===== config.mk =====
export PLATFORM = sky130hd
export DESIGN_NAME = dual_issue_splitter
export DESIGN_NICKNAME = d
export VERILOG_FILES = /design/src/rtl/dual_issue_splitter_pkg.sv /design/src/rtl/dual_issue_splitter_issue_reg.sv /design/src/rtl/dual_issue_splitter.sv
export SDC_FILE = /design/constraint.sdc
export NUM_CORES = 1
export LEC_CHECK = 0
export ABC_CLOCK_PERIOD_IN_PS = 10600
export BUFFER_PORTS_ARGS = -buffer_cell sky130_fd_sc_hd__buf_2
export CORE_MARGIN = 4
export CORE_UTILIZATION = 54
export CTS_CLUSTER_SIZE = 30
export DETAILED_ROUTE_END_ITERATION = 8
export PLACE_DENSITY = 0.89
export SLEW_MARGIN = 20
export SYNTH_ARGS = -nofsm -noshare
export SYNTH_HDL_FRONTEND = slang
export SYNTH_SLANG_ARGS = --single-unit

===== constraint.sdc =====
create_clock -name clock -period 10.6 [get_ports clock]
set_input_delay 0 -clock clock [delete_from_list [all_inputs] [get_ports clock]]
set_output_delay 0 -clock clock [all_outputs]
set_load 0.005 [all_outputs]

===== src/rtl/dual_issue_splitter_pkg.sv =====
// Shared definitions for the dual-issue splitter: FSM state encoding,
// default widths and the per-lane load command used by the issue register.
package dual_issue_splitter_pkg;

  // Default per-instruction payload width ({pc, inst, decoded control}).
  localparam int unsigned DATA_W_DEF = 64;

  // Default width of the saturating split-event counter.
  localparam int unsigned CNT_W_DEF = 16;

  // PASS: bundles flow straight through. SECOND: the younger half of a
  // split bundle is parked and waits for lane 0 to free up.
  typedef enum logic {
    ST_PASS   = 1'b0,
    ST_SECOND = 1'b1
  } state_e;

  // Per-lane command to the issue register: when load is set the lane
  // valid takes the value of valid, and a valid load also captures the
  // payload. A load with valid=0 is a bubble and keeps the old payload.
  typedef struct packed {
    logic load;
    logic valid;
  } lane_ctl_t;

  // Build a lane command.
  function automatic lane_ctl_t lane_ctl(input logic load, input logic valid);
    lane_ctl_t c;
    c.load  = load;
    c.valid = valid;
    return c;
  endfunction

  // Idle command: leave the lane untouched.
  localparam lane_ctl_t LANE_HOLD = '{load: 1'b0, valid: 1'b0};

endpackage : dual_issue_splitter_pkg


===== src/rtl/dual_issue_splitter_issue_reg.sv =====
// Two-lane issue register feeding EX. Each lane is loaded independently;
// a global clear drops both valids and takes priority over any load.
// Payloads only change on a valid load, so an emptied lane keeps showing
// the last instruction it held.
module dual_issue_splitter_issue_reg
  import dual_issue_splitter_pkg::*;
#(
  parameter int unsigned DATA_W = DATA_W_DEF
) (
  input  logic              clock,
  input  logic              reset,
  input  logic              i_clear,
  input  lane_ctl_t         i_ctl_0,
  input  lane_ctl_t         i_ctl_1,
  input  logic [DATA_W-1:0] i_data_0,
  input  logic [DATA_W-1:0] i_data_1,
  output logic              o_valid_0,
  output logic              o_valid_1,
  output logic [DATA_W-1:0] o_data_0,
  output logic [DATA_W-1:0] o_data_1
);

  lane_ctl_t         w_ctl [2];
  logic [DATA_W-1:0] w_din [2];

  logic [1:0]        r_valid;
  logic [DATA_W-1:0] r_data [2];

  assign w_ctl[0] = i_ctl_0;
  assign w_ctl[1] = i_ctl_1;
  assign w_din[0] = i_data_0;
  assign w_din[1] = i_data_1;

  // Lane valid/payload registers: reset, global clear, then per-lane load.
  always_ff @(posedge clock) begin
    // NOTE: state is updated with non-blocking assignments so every
    // register samples pre-edge values, independent of statement order.
    if (reset) begin
      r_valid   <= '0;
      r_data[0] <= '0;
      r_data[1] <= '0;
    end else begin
      for (int i = 0; i < 2; i++) begin
        if (i_clear) begin
          r_valid[i] <= 1'b0;
        end else if (w_ctl[i].load) begin
          r_valid[i] <= w_ctl[i].valid;
          if (w_ctl[i].valid) begin
            r_data[i] <= w_din[i];
          end
        end
      end
    end
  end

  assign o_valid_0 = r_valid[0];
  assign o_valid_1 = r_valid[1];
  assign o_data_0  = r_data[0];
  assign o_data_1  = r_data[1];

endmodule : dual_issue_splitter_issue_reg


===== src/rtl/dual_issue_splitter.sv =====
// Dual-issue splitter between decode and EX. Independent pairs issue
// together; a pair whose younger slot reads the older slot's rd is split:
// the older instruction issues alone on lane 0 and the younger one is
// parked, then issued on lane 0 once the issue register frees up.
// A flush kills everything held; a saturating counter tracks split events.
module dual_issue_splitter
  import dual_issue_splitter_pkg::*;
#(
  parameter int unsigned DATA_W = DATA_W_DEF,
  parameter int unsigned CNT_W  = CNT_W_DEF
) (
  input  logic              clock,
  input  logic              reset,
  input  logic              io_in_valid,
  input  logic              io_in_valid1,
  input  logic [DATA_W-1:0] io_in_data_0,
  input  logic [DATA_W-1:0] io_in_data_1,
  input  logic              io_stallex,
  output logic              io_in_ready,
  input  logic              io_flush,
  output logic              io_out_valid_0,
  output logic              io_out_valid_1,
  output logic [DATA_W-1:0] io_out_data_0,
  output logic [DATA_W-1:0] io_out_data_1,
  input  logic              io_out_ready,
  output logic [CNT_W-1:0]  io_split_cnt
);

  // FSM and parked-instruction state.
  state_e            r_state;
  state_e            w_state_nxt;
  logic [DATA_W-1:0] r_pend_data;
  logic [CNT_W-1:0]  r_split_cnt;

  // Issue-register handshake and commands.
  logic              w_busy;
  logic              w_free;
  logic              w_accept;
  logic              w_split;
  logic              w_pend_load;
  logic              w_clear;
  lane_ctl_t         w_ctl_0;
  lane_ctl_t         w_ctl_1;
  logic [DATA_W-1:0] w_ld_data_0;

  // The issue register can take new contents when it is empty or EX is
  // draining it this cycle.
  assign w_busy = io_out_valid_0 | io_out_valid_1;
  assign w_free = ~w_busy | io_out_ready;

  // A new bundle is only taken in PASS; while a younger instruction is
  // parked the front end must wait so program order is preserved.
  assign io_in_ready = ~reset & ~io_flush & (r_state == ST_PASS) & w_free;
  assign w_accept    = io_in_ready & io_in_valid;

  // The hazard flag only matters when the younger slot actually exists.
  assign w_split     = w_accept & io_in_valid1 & io_stallex;

  // Next-state and issue-register commands; flush overrides everything.
  always_comb begin
    // NOTE: every signal written here gets a default first, so no path
    // leaves one unassigned and no latch is inferred.
    w_state_nxt = r_state;
    w_clear     = 1'b0;
    w_ctl_0     = LANE_HOLD;
    w_ctl_1     = LANE_HOLD;
    w_ld_data_0 = io_in_data_0;
    w_pend_load = 1'b0;

    if (io_flush) begin
      w_clear     = 1'b1;
      w_state_nxt = ST_PASS;
    end else begin
      unique case (r_state)
        ST_PASS: begin
          if (w_accept) begin
            w_ctl_0 = lane_ctl(1'b1, 1'b1);
            if (w_split) begin
              // Older instruction goes alone; younger one is parked.
              w_ctl_1     = lane_ctl(1'b1, 1'b0);
              w_pend_load = 1'b1;
              w_state_nxt = ST_SECOND;
            end else begin
              w_ctl_1 = lane_ctl(1'b1, io_in_valid1);
            end
          end else if (io_out_ready) begin
            // EX drained the register and nothing replaces it.
            w_clear = 1'b1;
          end
        end

        ST_SECOND: begin
          // The parked instruction issues only after its producer has
          // left the issue register (or in the same cycle EX takes it).
          if (w_free) begin
            w_ld_data_0 = r_pend_data;
            w_ctl_0     = lane_ctl(1'b1, 1'b1);
            w_ctl_1     = lane_ctl(1'b1, 1'b0);
            w_state_nxt = ST_PASS;
          end
        end

        default: begin
          w_state_nxt = ST_PASS;
        end
      endcase
    end
  end

  // FSM state register.
  always_ff @(posedge clock) begin
    if (reset) begin
      r_state <= ST_PASS;
    end else begin
      r_state <= w_state_nxt;
    end
  end

  // Parked younger instruction of a split bundle; dropped implicitly when
  // a flush returns the FSM to PASS.
  always_ff @(posedge clock) begin
    if (reset) begin
      r_pend_data <= '0;
    end else if (w_pend_load) begin
      r_pend_data <= io_in_data_1;
    end
  end

  // Saturating split-event counter; survives flushes, cleared by reset.
  always_ff @(posedge clock) begin
    if (reset) begin
      r_split_cnt <= '0;
    end else if (w_split && (r_split_cnt != {CNT_W{1'b1}})) begin
      r_split_cnt <= r_split_cnt + CNT_W'(1);
    end
  end

  assign io_split_cnt = r_split_cnt;

  dual_issue_splitter_issue_reg #(
    .DATA_W (DATA_W)
  ) u_issue_reg (
    .clock     (clock),
    .reset     (reset),
    .i_clear   (w_clear),
    .i_ctl_0   (w_ctl_0),
    .i_ctl_1   (w_ctl_1),
    .i_data_0  (w_ld_data_0),
    .i_data_1  (io_in_data_1),
    .o_valid_0 (io_out_valid_0),
    .o_valid_1 (io_out_valid_1),
    .o_data_0  (io_out_data_0),
    .o_data_1  (io_out_data_1)
  );

  // Lane 1 never carries an instruction without an older one on lane 0.
  a_lane1_needs_lane0: assert property (
    @(posedge clock) disable iff (reset) io_out_valid_1 |-> io_out_valid_0
  );

  // While a younger instruction is parked, lane 1 stays empty.
  a_second_lane1_empty: assert property (
    @(posedge clock) disable iff (reset) (r_state == ST_SECOND) |-> !io_out_valid_1
  );

endmodule : dual_issue_splitter


==> results of run 1 <==
worst min-delay path by stage:
| stage | from | to | depth (start not counted) |
|---|---|---|---|
| after detailed placement | io_out_ready | u_issue_reg.r_valid[1] | 2 |
| after global placement | io_out_ready | u_issue_reg.r_valid[1] | 2 |
| after floorplan | io_out_ready | u_issue_reg.r_valid[1] | 1 |
| after CTS | io_in_valid | u_issue_reg.r_valid[0] | 3 |
| final | io_in_valid | u_issue_reg.r_valid[0] | 3 |
| after global routing | reset | io_split_cnt[12] | 2 |
placed cells by master, fill, tap and decap left out, drive strengths merged, types with 2 or more instances in the layout:
master	n
nor3	5
xor2	4
dfxtp	83
clkbuf	32
inv	3
and2	67
nand3	8
xnor2	9
nor4	4
o21bai	2
nor2	18
or2	2
nand4	7
and4	2
a21oi	132
o21ai	3
edfxtp	128
buf	288
diode	7
or3	5
clkinv	4
dlygate4sd3	131
nand2	264
cells by family after synthesis:
family	count (synthesis)	synth area share, %
AO/OA/AOI/OAI	142	8.84
XOR/XNOR	13	1.37
adder cells (fa/ha/maj)	1	0.151
buffers and inverters	52	2.35
flip-flops	211	66.4
AND/OR/NAND/NOR	388	20.9
metal layers:
layer  part of all wire, %  track usage (%)
met5                     0                0
met4                   7.5             20.0
met3                   8.4             6.49
met2                    52             56.3
met1                    32             32.6
repair_timing:
item                                   4_1_cts  5_1_grt
endpoints found under the hold margin      195        0
setup endpoints to repair                    0        0
gates resized for setup                      0        0
hold buffers                               131        0
area by class of cell:
class | instances | area (µm²) | share of cell area, %
inverter | 2 | 7.51 | 0.0636
sequential | 211 | 5510 | 46.6
tap | 188 | 235 | 1.99
timing repair buffer | 419 | 2770 | 23.5
clock inverter | 6 | 57.6 | 0.487
antenna | 7 | 17.5 | 0.148
clock buffer | 32 | 577 | 4.88
multi-input combinational | 544 | 2640 | 22.3
power breakdown:
part,switching (mW),internal (mW),total (mW)
sequential,0.0114,0.905,0.916
combinational,0.0820,0.0803,0.162
clock,0.309,0.401,0.710
total,0.402,1.39,1.79
worst reg2reg max path, stage by stage, from the launching register on:
cell and delay (ns):
sky130_fd_sc_hd__dfxtp_1 0.35, sky130_fd_sc_hd__or3_1 0.44, sky130_fd_sc_hd__nor2_1 0.16, sky130_fd_sc_hd__nand3_1 0.15
sky130_fd_sc_hd__o21bai_4 0.67, sky130_fd_sc_hd__buf_4 0.65
registers in the layout, indices dropped and copies added, names as in the netlist:
| signal | cells |
|---|---|
| io_split_cnt | 16 |
| r_pend_data | 64 |
| r_state | 1 |
| u_issue_reg.r_data | 128 |
| u_issue_reg.r_valid | 2 |
==> metrics.txt, run 1 <==
# TYPE chip_impl_metric gauge
chip_impl_info{name="post-synth-top-area-cell",value="sky130_fd_sc_hd__edfxtp_1"} 1
chip_impl_metric{name="tightest_slew",unit="ns"} 0.939
chip_impl_metric{name="clock_latency",unit="ns"} 0.50
chip_impl_metric{name="initialDrtViolationCount",unit=""} 770
chip_impl_metric{name="io_pins",unit=""} 282
chip_impl_metric{name="relSlewSlack",unit="%"} 36.9
chip_impl_metric{name="final_period_minus_worst_setup_slack",unit="ns"} 2.79
chip_impl_metric{name="r2r_setup_slack",unit="ns"} 7.81
chip_impl_metric{name="edff_count_synth",unit=""} 128
chip_impl_metric{name="finalCritPeriodShare",unit="%"} 26.3
chip_impl_info{name="synthTopCellsByArea",value="sky130_fd_sc_hd__edfxtp_1 46%, sky130_fd_sc_hd__dfxtp_1 20%, sky130_fd_sc_hd__nand2_1 12%, sky130_fd_sc_hd__a21oi_1 8.0%, sky130_fd_sc_hd__and2_1 5.1%"} 1
chip_impl_metric{name="maximum_clock_frequency",unit="GHz"} 0.358
chip_impl_info{name="worst-setup-path-type",value="flip-flop to flip-flop"} 1
chip_impl_info{name="worst_r2r_endpoint",value="u_issue_reg.r_data[0][127]"} 1
chip_impl_metric{name="worstPathBufferInverterCount",unit=""} 1
chip_impl_metric{name="hold-worst-slack",unit="ns"} 0.0856
chip_impl_metric{name="num-nets-final",unit=""} 1335
chip_impl_metric{name="cts.repair_timing.setup_buffer_count",unit=""} 0
chip_impl_metric{name="pleak",unit="nW"} 4.96
chip_impl_metric{name="fraction_of_layout_cells_with_a_size_suffix_above_1",unit="%"} 27.1
chip_impl_metric{name="dpl-instance-area",unit="mm²"} 0.00985
chip_impl_metric{name="detail_route.wl_per_cell",unit="µm"} 20.0
chip_impl_metric{name="fp.dieArea",unit="mm²"} 0.0174
chip_impl_metric{name="antenna_left",unit=""} 0
chip_impl_metric{name="max_cap_viol_count",unit=""} 0
chip_impl_metric{name="synth.net_count",unit=""} 943
chip_impl_metric{name="place.gp.congestion",unit=""} 0.820
chip_impl_metric{name="critical_path_peak_fanout",unit=""} 40
chip_impl_metric{name="worstPathArrival",unit="ns"} 2.91
chip_impl_metric{name="power_per_cell_area",unit="mW/mm²"} 151
chip_impl_metric{name="vias",unit=""} 7999
chip_impl_metric{name="dieHeight",unit="µm"} 132
chip_impl_metric{name="dpl.cell_count",unit=""} 1233
chip_impl_metric{name="cts_bufs_inserted",unit=""} 21
chip_impl_metric{name="seq_area_frac_synth",unit="%"} 66.4
chip_impl_info{name="end_kind",value="flip-flop"} 1
chip_impl_metric{name="final_core_util",unit="%"} 78.0
chip_impl_info{name="postSynth.topFlopCell",value="sky130_fd_sc_hd__edfxtp_1"} 1
chip_impl_info{name="timing.critical_path.cells",value="or3_1 > nor2_1 > nand3_1 > o21bai_4 > buf_4"} 1
chip_impl_metric{name="finalSetupViolCount",unit=""} 0
chip_impl_info{name="clk_root_buffer_cell",value="sky130_fd_sc_hd__clkbuf_16"} 1
chip_impl_info{name="tritoncts_clock_tree",value="yes"} 1
chip_impl_info{name="timing.critical_path.from_type",value="flip-flop"} 1
chip_impl_metric{name="grt_max_degree",unit=""} 88
chip_impl_metric{name="place_hpwl",unit="µm"} 14300
chip_impl_metric{name="syn-mean-instance-area",unit="µm²"} 10.3
chip_impl_metric{name="groute.usage.overall",unit="%"} 31.1
chip_impl_metric{name="r2r_cells",unit=""} 5
chip_impl_metric{name="postSynth.asyncResetShare",unit="%"} 0
chip_impl_metric{name="detail_route.wirelength",unit="µm"} 28200
chip_impl_metric{name="max_stage_delay",unit="ns"} 0.67
chip_impl_metric{name="final.setup_skew",unit="ns"} 0.0257
chip_impl_metric{name="synth_cells",unit=""} 807
chip_impl_info{name="setup.worst_path.end",value="u_issue_reg.r_data[0][127]"} 1
chip_impl_metric{name="clk_path_buf_depth",unit=""} 3
chip_impl_info{name="r2r-start",value="r_state"} 1
chip_impl_metric{name="cp_num_cells",unit=""} 5
chip_impl_metric{name="numPortBuffers",unit=""} 281
chip_impl_metric{name="avgViaCountPerCell",unit=""} 5.68
chip_impl_metric{name="synth_top_cell_area_share",unit="%"} 46.3
chip_impl_info{name="grt_setup_unrepaired",value="false"} 1
chip_impl_metric{name="antenna_found_initial",unit=""} 5
chip_impl_info{name="critical-path-top-delay-family",value="simple AND/OR/NAND/NOR gates"} 1
chip_impl_metric{name="cts.htree.levels",unit=""} 1
chip_impl_metric{name="final_max_slew_viol_count",unit=""} 0
chip_impl_metric{name="fp-row-count",unit=""} 45
chip_impl_metric{name="place_ws",unit="ns"} 7.73
chip_impl_metric{name="cts.reportedPaths.clkPinSlew",unit="ns"} 0.06
chip_impl_metric{name="final_area",unit="mm²"} 0.0118
chip_impl_info{name="worst_hold_path_class",value="primary input to flip-flop"} 1
chip_impl_metric{name="post_synth_instance_area",unit="mm²"} 0.00830
chip_impl_metric{name="postLayoutSetupSlackWorst",unit="ns"} 7.81
chip_impl_metric{name="grt_overflow_total",unit=""} 0
chip_impl_metric{name="design_power_total",unit="mW"} 1.79
chip_impl_metric{name="die_width",unit="µm"} 132
chip_impl_metric{name="first_global_vias",unit=""} 8205
chip_impl_metric{name="core_region_area",unit="mm²"} 0.0151
chip_impl_metric{name="synthDistinctLibCells",unit=""} 34
chip_impl_metric{name="ys_seq_elements",unit=""} 211
chip_impl_info{name="yosys.cell_count.top_type",value="sky130_fd_sc_hd__nand2_1"} 1
chip_impl_metric{name="required",unit="ns"} 10.72
chip_impl_metric{name="synth-warning-count",unit=""} 0
chip_impl_metric{name="clock-sinks",unit=""} 211
chip_impl_info{name="outcome",value="complete, no violations"} 1
chip_impl_info{name="critical_path.startpoint",value="r_state"} 1
chip_impl_metric{name="firstDrtPassIters",unit=""} 6
chip_impl_info{name="critical-path-slowest-cell",value="sky130_fd_sc_hd__o21bai_4"} 1
chip_impl_metric{name="final.fill_count",unit=""} 888
chip_impl_metric{name="setup_total_negative_slack",unit="ns"} 0
chip_impl_metric{name="vdd_ir_drop_max",unit="mV"} 0.102
chip_impl_metric{name="grt_pass1_wl",unit="µm"} 43100
chip_impl_info{name="synth_top_cells_by_count",value="264 x sky130_fd_sc_hd__nand2_1, 132 x sky130_fd_sc_hd__a21oi_1, 128 x sky130_fd_sc_hd__edfxtp_1"} 1
chip_impl_metric{name="timing_hold_violations_final",unit=""} 0
chip_impl_metric{name="layoutNonFillerInstCount",unit=""} 1409
chip_impl_metric{name="remaining_drc_errors",unit=""} 0
chip_impl_metric{name="start_util",unit="%"} 54.8
chip_impl_metric{name="area_growth",unit="%"} 42.4
(Power assumes the default switching activity.)
==> run 2: changes to the inputs <==
- ABC_AREA: not set -> 1
- ABC_CLOCK_PERIOD_IN_PS: 10600 -> 2600
- CORE_UTILIZATION: 54 -> 51
- PLACE_DENSITY: 0.89 -> 0.84
- clock period: 10.6 -> 2.6 ns (I/O delays scaled with it)
==> metrics.txt, run 2 <==
# TYPE chip_impl_metric gauge
chip_impl_info{name="outcome",value="complete, no violations"} 1
chip_impl_metric{name="r2r_setup_slack",unit="ns"} 0.33
chip_impl_metric{name="initialDrtViolationCount",unit=""} 741
chip_impl_metric{name="antenna_found_initial",unit=""} 2
chip_impl_metric{name="syn-mean-instance-area",unit="µm²"} 9.89
chip_impl_metric{name="cts.repair_timing.setup_buffer_count",unit=""} 0
chip_impl_metric{name="detail_route.wirelength",unit="µm"} 28500
chip_impl_metric{name="final_area",unit="mm²"} 0.0125
chip_impl_metric{name="vias",unit=""} 8063
chip_impl_metric{name="final_max_slew_viol_count",unit=""} 0
chip_impl_metric{name="groute.usage.overall",unit="%"} 28.2
chip_impl_info{name="tritoncts_clock_tree",value="yes"} 1
chip_impl_metric{name="clock_latency",unit="ns"} 0.48
chip_impl_metric{name="edff_count_synth",unit=""} 128
chip_impl_metric{name="numPortBuffers",unit=""} 281
chip_impl_metric{name="firstDrtPassIters",unit=""} 5
chip_impl_metric{name="finalCritPeriodShare",unit="%"} 87.2
chip_impl_info{name="layout.cells.most_common_list",value="281 x sky130_fd_sc_hd__buf_2, 192 x sky130_fd_sc_hd__nand2_1, 138 x sky130_fd_sc_hd__nor2_1, 133 x sky130_fd_sc_hd__dlygate4sd3_1, 128 x sky130_fd_sc_hd__edfxtp_1"} 1
chip_impl_metric{name="fraction_of_layout_cells_with_a_size_suffix_above_1",unit="%"} 26.5
chip_impl_metric{name="start_util",unit="%"} 52.6
chip_impl_metric{name="sequentialPowerShare",unit="%"} 50.3
chip_impl_info{name="timing.critical_path.from_type",value="flip-flop"} 1
chip_impl_metric{name="relSlewSlack",unit="%"} 40.0
chip_impl_info{name="most_common_cell_after_layout_fill_and_taps_aside",value="sky130_fd_sc_hd__buf_2"} 1
chip_impl_metric{name="fp-row-count",unit=""} 47
chip_impl_metric{name="place_ws",unit="ns"} 0.626
chip_impl_metric{name="cts_bufs_inserted",unit=""} 21
chip_impl_metric{name="power.share.switching",unit="%"} 21.8
chip_impl_metric{name="die_width",unit="µm"} 139
chip_impl_metric{name="cts.htree.levels",unit=""} 1
chip_impl_metric{name="io_pins",unit=""} 282
chip_impl_metric{name="pleak",unit="nW"} 5.74
chip_impl_metric{name="synthDistinctLibCells",unit=""} 28
chip_impl_info{name="synth_top_cells_by_count",value="194 x sky130_fd_sc_hd__nand2_1, 138 x sky130_fd_sc_hd__nor2_1, 128 x sky130_fd_sc_hd__edfxtp_1"} 1
chip_impl_metric{name="grt_overflow_total",unit=""} 0
chip_impl_info{name="worst_hold_path_class",value="primary input to flip-flop"} 1
chip_impl_metric{name="largest_register_ff_count",unit=""} 128
chip_impl_metric{name="switching_power",unit="mW"} 1.60
chip_impl_metric{name="setup_total_negative_slack",unit="ns"} 0
chip_impl_metric{name="synth_top_cell_area_share",unit="%"} 43.6
chip_impl_metric{name="fp.dieArea",unit="mm²"} 0.0195
chip_impl_metric{name="synth-warning-count",unit=""} 0
chip_impl_metric{name="avgViaCountPerCell",unit=""} 5.26
chip_impl_info{name="synthTopCellsByArea",value="sky130_fd_sc_hd__edfxtp_1 44%, sky130_fd_sc_hd__dfxtp_1 19%, sky130_fd_sc_hd__nand2_1 8.3%, sky130_fd_sc_hd__nor2_1 5.9%, sky130_fd_sc_hd__mux2i_1 5.6%"} 1
chip_impl_metric{name="vdd_ir_drop_max",unit="mV"} 0.365
chip_impl_metric{name="place.gp.congestion",unit=""} 0.808
chip_impl_metric{name="tightest_slew",unit="ns"} 0.900
chip_impl_metric{name="dpl-instance-area",unit="mm²"} 0.0104
chip_impl_metric{name="synth_cells",unit=""} 892
chip_impl_info{name="postSynth.topFlopCell",value="sky130_fd_sc_hd__edfxtp_1"} 1
chip_impl_metric{name="cts.reportedPaths.clkPinSlew",unit="ns"} 0.06
chip_impl_metric{name="max_cap_viol_count",unit=""} 0
chip_impl_metric{name="power_per_cell_area",unit="mW/mm²"} 591
chip_impl_info{name="register_name_with_the_most_flops",value="u_issue_reg.r_data"} 1
chip_impl_metric{name="num-nets-final",unit=""} 1431
chip_impl_metric{name="final_core_util",unit="%"} 74.3
chip_impl_metric{name="finalSetupViolCount",unit=""} 0
chip_impl_metric{name="postLayoutSetupSlackWorst",unit="ns"} 0.333
chip_impl_info{name="worst-setup-path-type",value="flip-flop to flip-flop"} 1
chip_impl_info{name="yosys.cell_count.top_type",value="sky130_fd_sc_hd__nand2_1"} 1
chip_impl_metric{name="power_frac_clock",unit="%"} 40.8
chip_impl_metric{name="remaining_drc_errors",unit=""} 0
chip_impl_info{name="end_kind",value="flip-flop"} 1
chip_impl_metric{name="synth.net_count",unit=""} 1028
chip_impl_metric{name="grt_max_degree",unit=""} 78
chip_impl_metric{name="dieHeight",unit="µm"} 139
chip_impl_metric{name="maximum_clock_frequency",unit="GHz"} 0.441
chip_impl_metric{name="clk_path_buf_depth",unit=""} 3
chip_impl_metric{name="place_hpwl",unit="µm"} 16700
chip_impl_metric{name="required",unit="ns"} 2.98
chip_impl_metric{name="seq_area_frac_synth",unit="%"} 62.4
chip_impl_metric{name="area_growth",unit="%"} 41.2
chip_impl_metric{name="hold-worst-slack",unit="ns"} 0.0513
chip_impl_metric{name="timing_hold_violations_final",unit=""} 0
chip_impl_metric{name="intPower",unit="mW"} 5.75
chip_impl_metric{name="final_period_minus_worst_setup_slack",unit="ns"} 2.27
chip_impl_metric{name="core_region_area",unit="mm²"} 0.0168
chip_impl_metric{name="post_synth_instance_area",unit="mm²"} 0.00882
chip_impl_metric{name="grt_pass1_wl",unit="µm"} 44300
chip_impl_metric{name="ys_seq_elements",unit=""} 211
chip_impl_metric{name="worstPathArrival",unit="ns"} 2.65
chip_impl_metric{name="comb_power_share",unit="%"} 8.9
chip_impl_metric{name="detail_route.wl_per_cell",unit="µm"} 18.6
chip_impl_info{name="post-synth-top-area-cell",value="sky130_fd_sc_hd__edfxtp_1"} 1
chip_impl_metric{name="antenna_left",unit=""} 0
chip_impl_metric{name="cts-resized-gates",unit=""} 0
chip_impl_metric{name="critical_path_peak_fanout",unit=""} 7
chip_impl_info{name="clk_root_buffer_cell",value="sky130_fd_sc_hd__clkbuf_16"} 1
chip_impl_metric{name="final.setup_skew",unit="ns"} 0.00973
chip_impl_info{name="grt_setup_unrepaired",value="false"} 1
chip_impl_metric{name="postSynth.asyncResetShare",unit="%"} 0
chip_impl_metric{name="ctsHoldBuffers",unit=""} 133
chip_impl_metric{name="first_global_vias",unit=""} 8203
chip_impl_metric{name="clock-sinks",unit=""} 211
==> run 2: changes by cell type in the layout (fill, tap and decap cells not counted), sizes merged, moves of 16 or more <==
cell | previous run | this run
mux2i | 0 | 49
nor2 | 18 | 144
nand3 | 8 | 24
nand4 | 7 | 26
and2 | 67 | 1
a21oi | 132 | 95
inv | 3 | 81
nand2 | 264 | 196
==> run 2: area by class of cell <==
cell class / instances / area (µm²)
multi-input cells: 549 / 2760
diodes: 3 / 7.51
fillers: 1071 / 4310
well taps: 220 / 275
flip-flops and latches: 211 / 5510
clock buffers: 30 / 589
inverters: 81 / 307
clock inverters: 7 / 83.8
repair buffers: 431 / 2930
==> run 2: layer usage <==
layer / vias up / part of all wire, % / track usage [%]
met5: - / 0 / 0
met4: 0 / 4.1 / 11.4
met3: 85 / 7.9 / 4.56
met2: 436 / 52 / 50.7
met1: 3790 / 36 / 33.8
li1: 3752 / - / -
==> run 2: through the flow <==
step | total power [mW] | std cells
final | 7.35 | 1532
after detailed placement | 4.24 | 1359
after floorplan | 3.94 | 892
after CTS | 7.37 | 1529
after global routing | 7.58 | 1531
after global placement | 4.23 | 1359
==> run 2: power groups by stage <==
stage | logic (mW) | registers, mW | clock network, mW
after floorplan | 0.165 | 3.78 | 0
after global placement | 0.469 | 3.76 | 0
after detailed placement | 0.476 | 3.76 | 0
after CTS | 0.636 | 3.69 | 3.04
after global routing | 0.702 | 3.70 | 3.17
final | 0.656 | 3.70 | 3.00
==> run 2: critical path, stage by stage (launching register included) <==
cell	delay (ns)
sky130_fd_sc_hd__dfxtp_1	0.46
sky130_fd_sc_hd__ha_1	0.29
sky130_fd_sc_hd__nand2_1	0.10
sky130_fd_sc_hd__nor2_1	0.32
sky130_fd_sc_hd__and2_1	0.18
sky130_fd_sc_hd__nand4_1	0.10
sky130_fd_sc_hd__dlygate4sd3_1	0.59
sky130_fd_sc_hd__nor2_1	0.09
sky130_fd_sc_hd__nor2_1	0.05
==> run 2: kinds of logic after synthesis <==
| kind of cell | after synthesis | synth area share [%] |
|---|---|---|
| flip-flops | 211 | 62.4 |
| adder cells (fa/ha/maj) | 1 | 0.142 |
| buffers and inverters | 132 | 6.88 |
| XOR/XNOR | 7 | 0.695 |
| AND/OR/NAND/NOR | 391 | 18.4 |
| AO/OA/AOI/OAI | 101 | 5.89 |
| multiplexers | 49 | 5.56 |
==> run 2: worst paths after layout <==
kind              depth (start not counted)                     end            start
hold reg to reg                           2         r_pend_data[60]  r_pend_data[60]
setup / recovery                          8        io_split_cnt[12]  io_split_cnt[0]
hold / removal                            5  u_issue_reg.r_valid[1]     io_in_valid1
setup reg to reg                          8        io_split_cnt[12]  io_split_cnt[0]
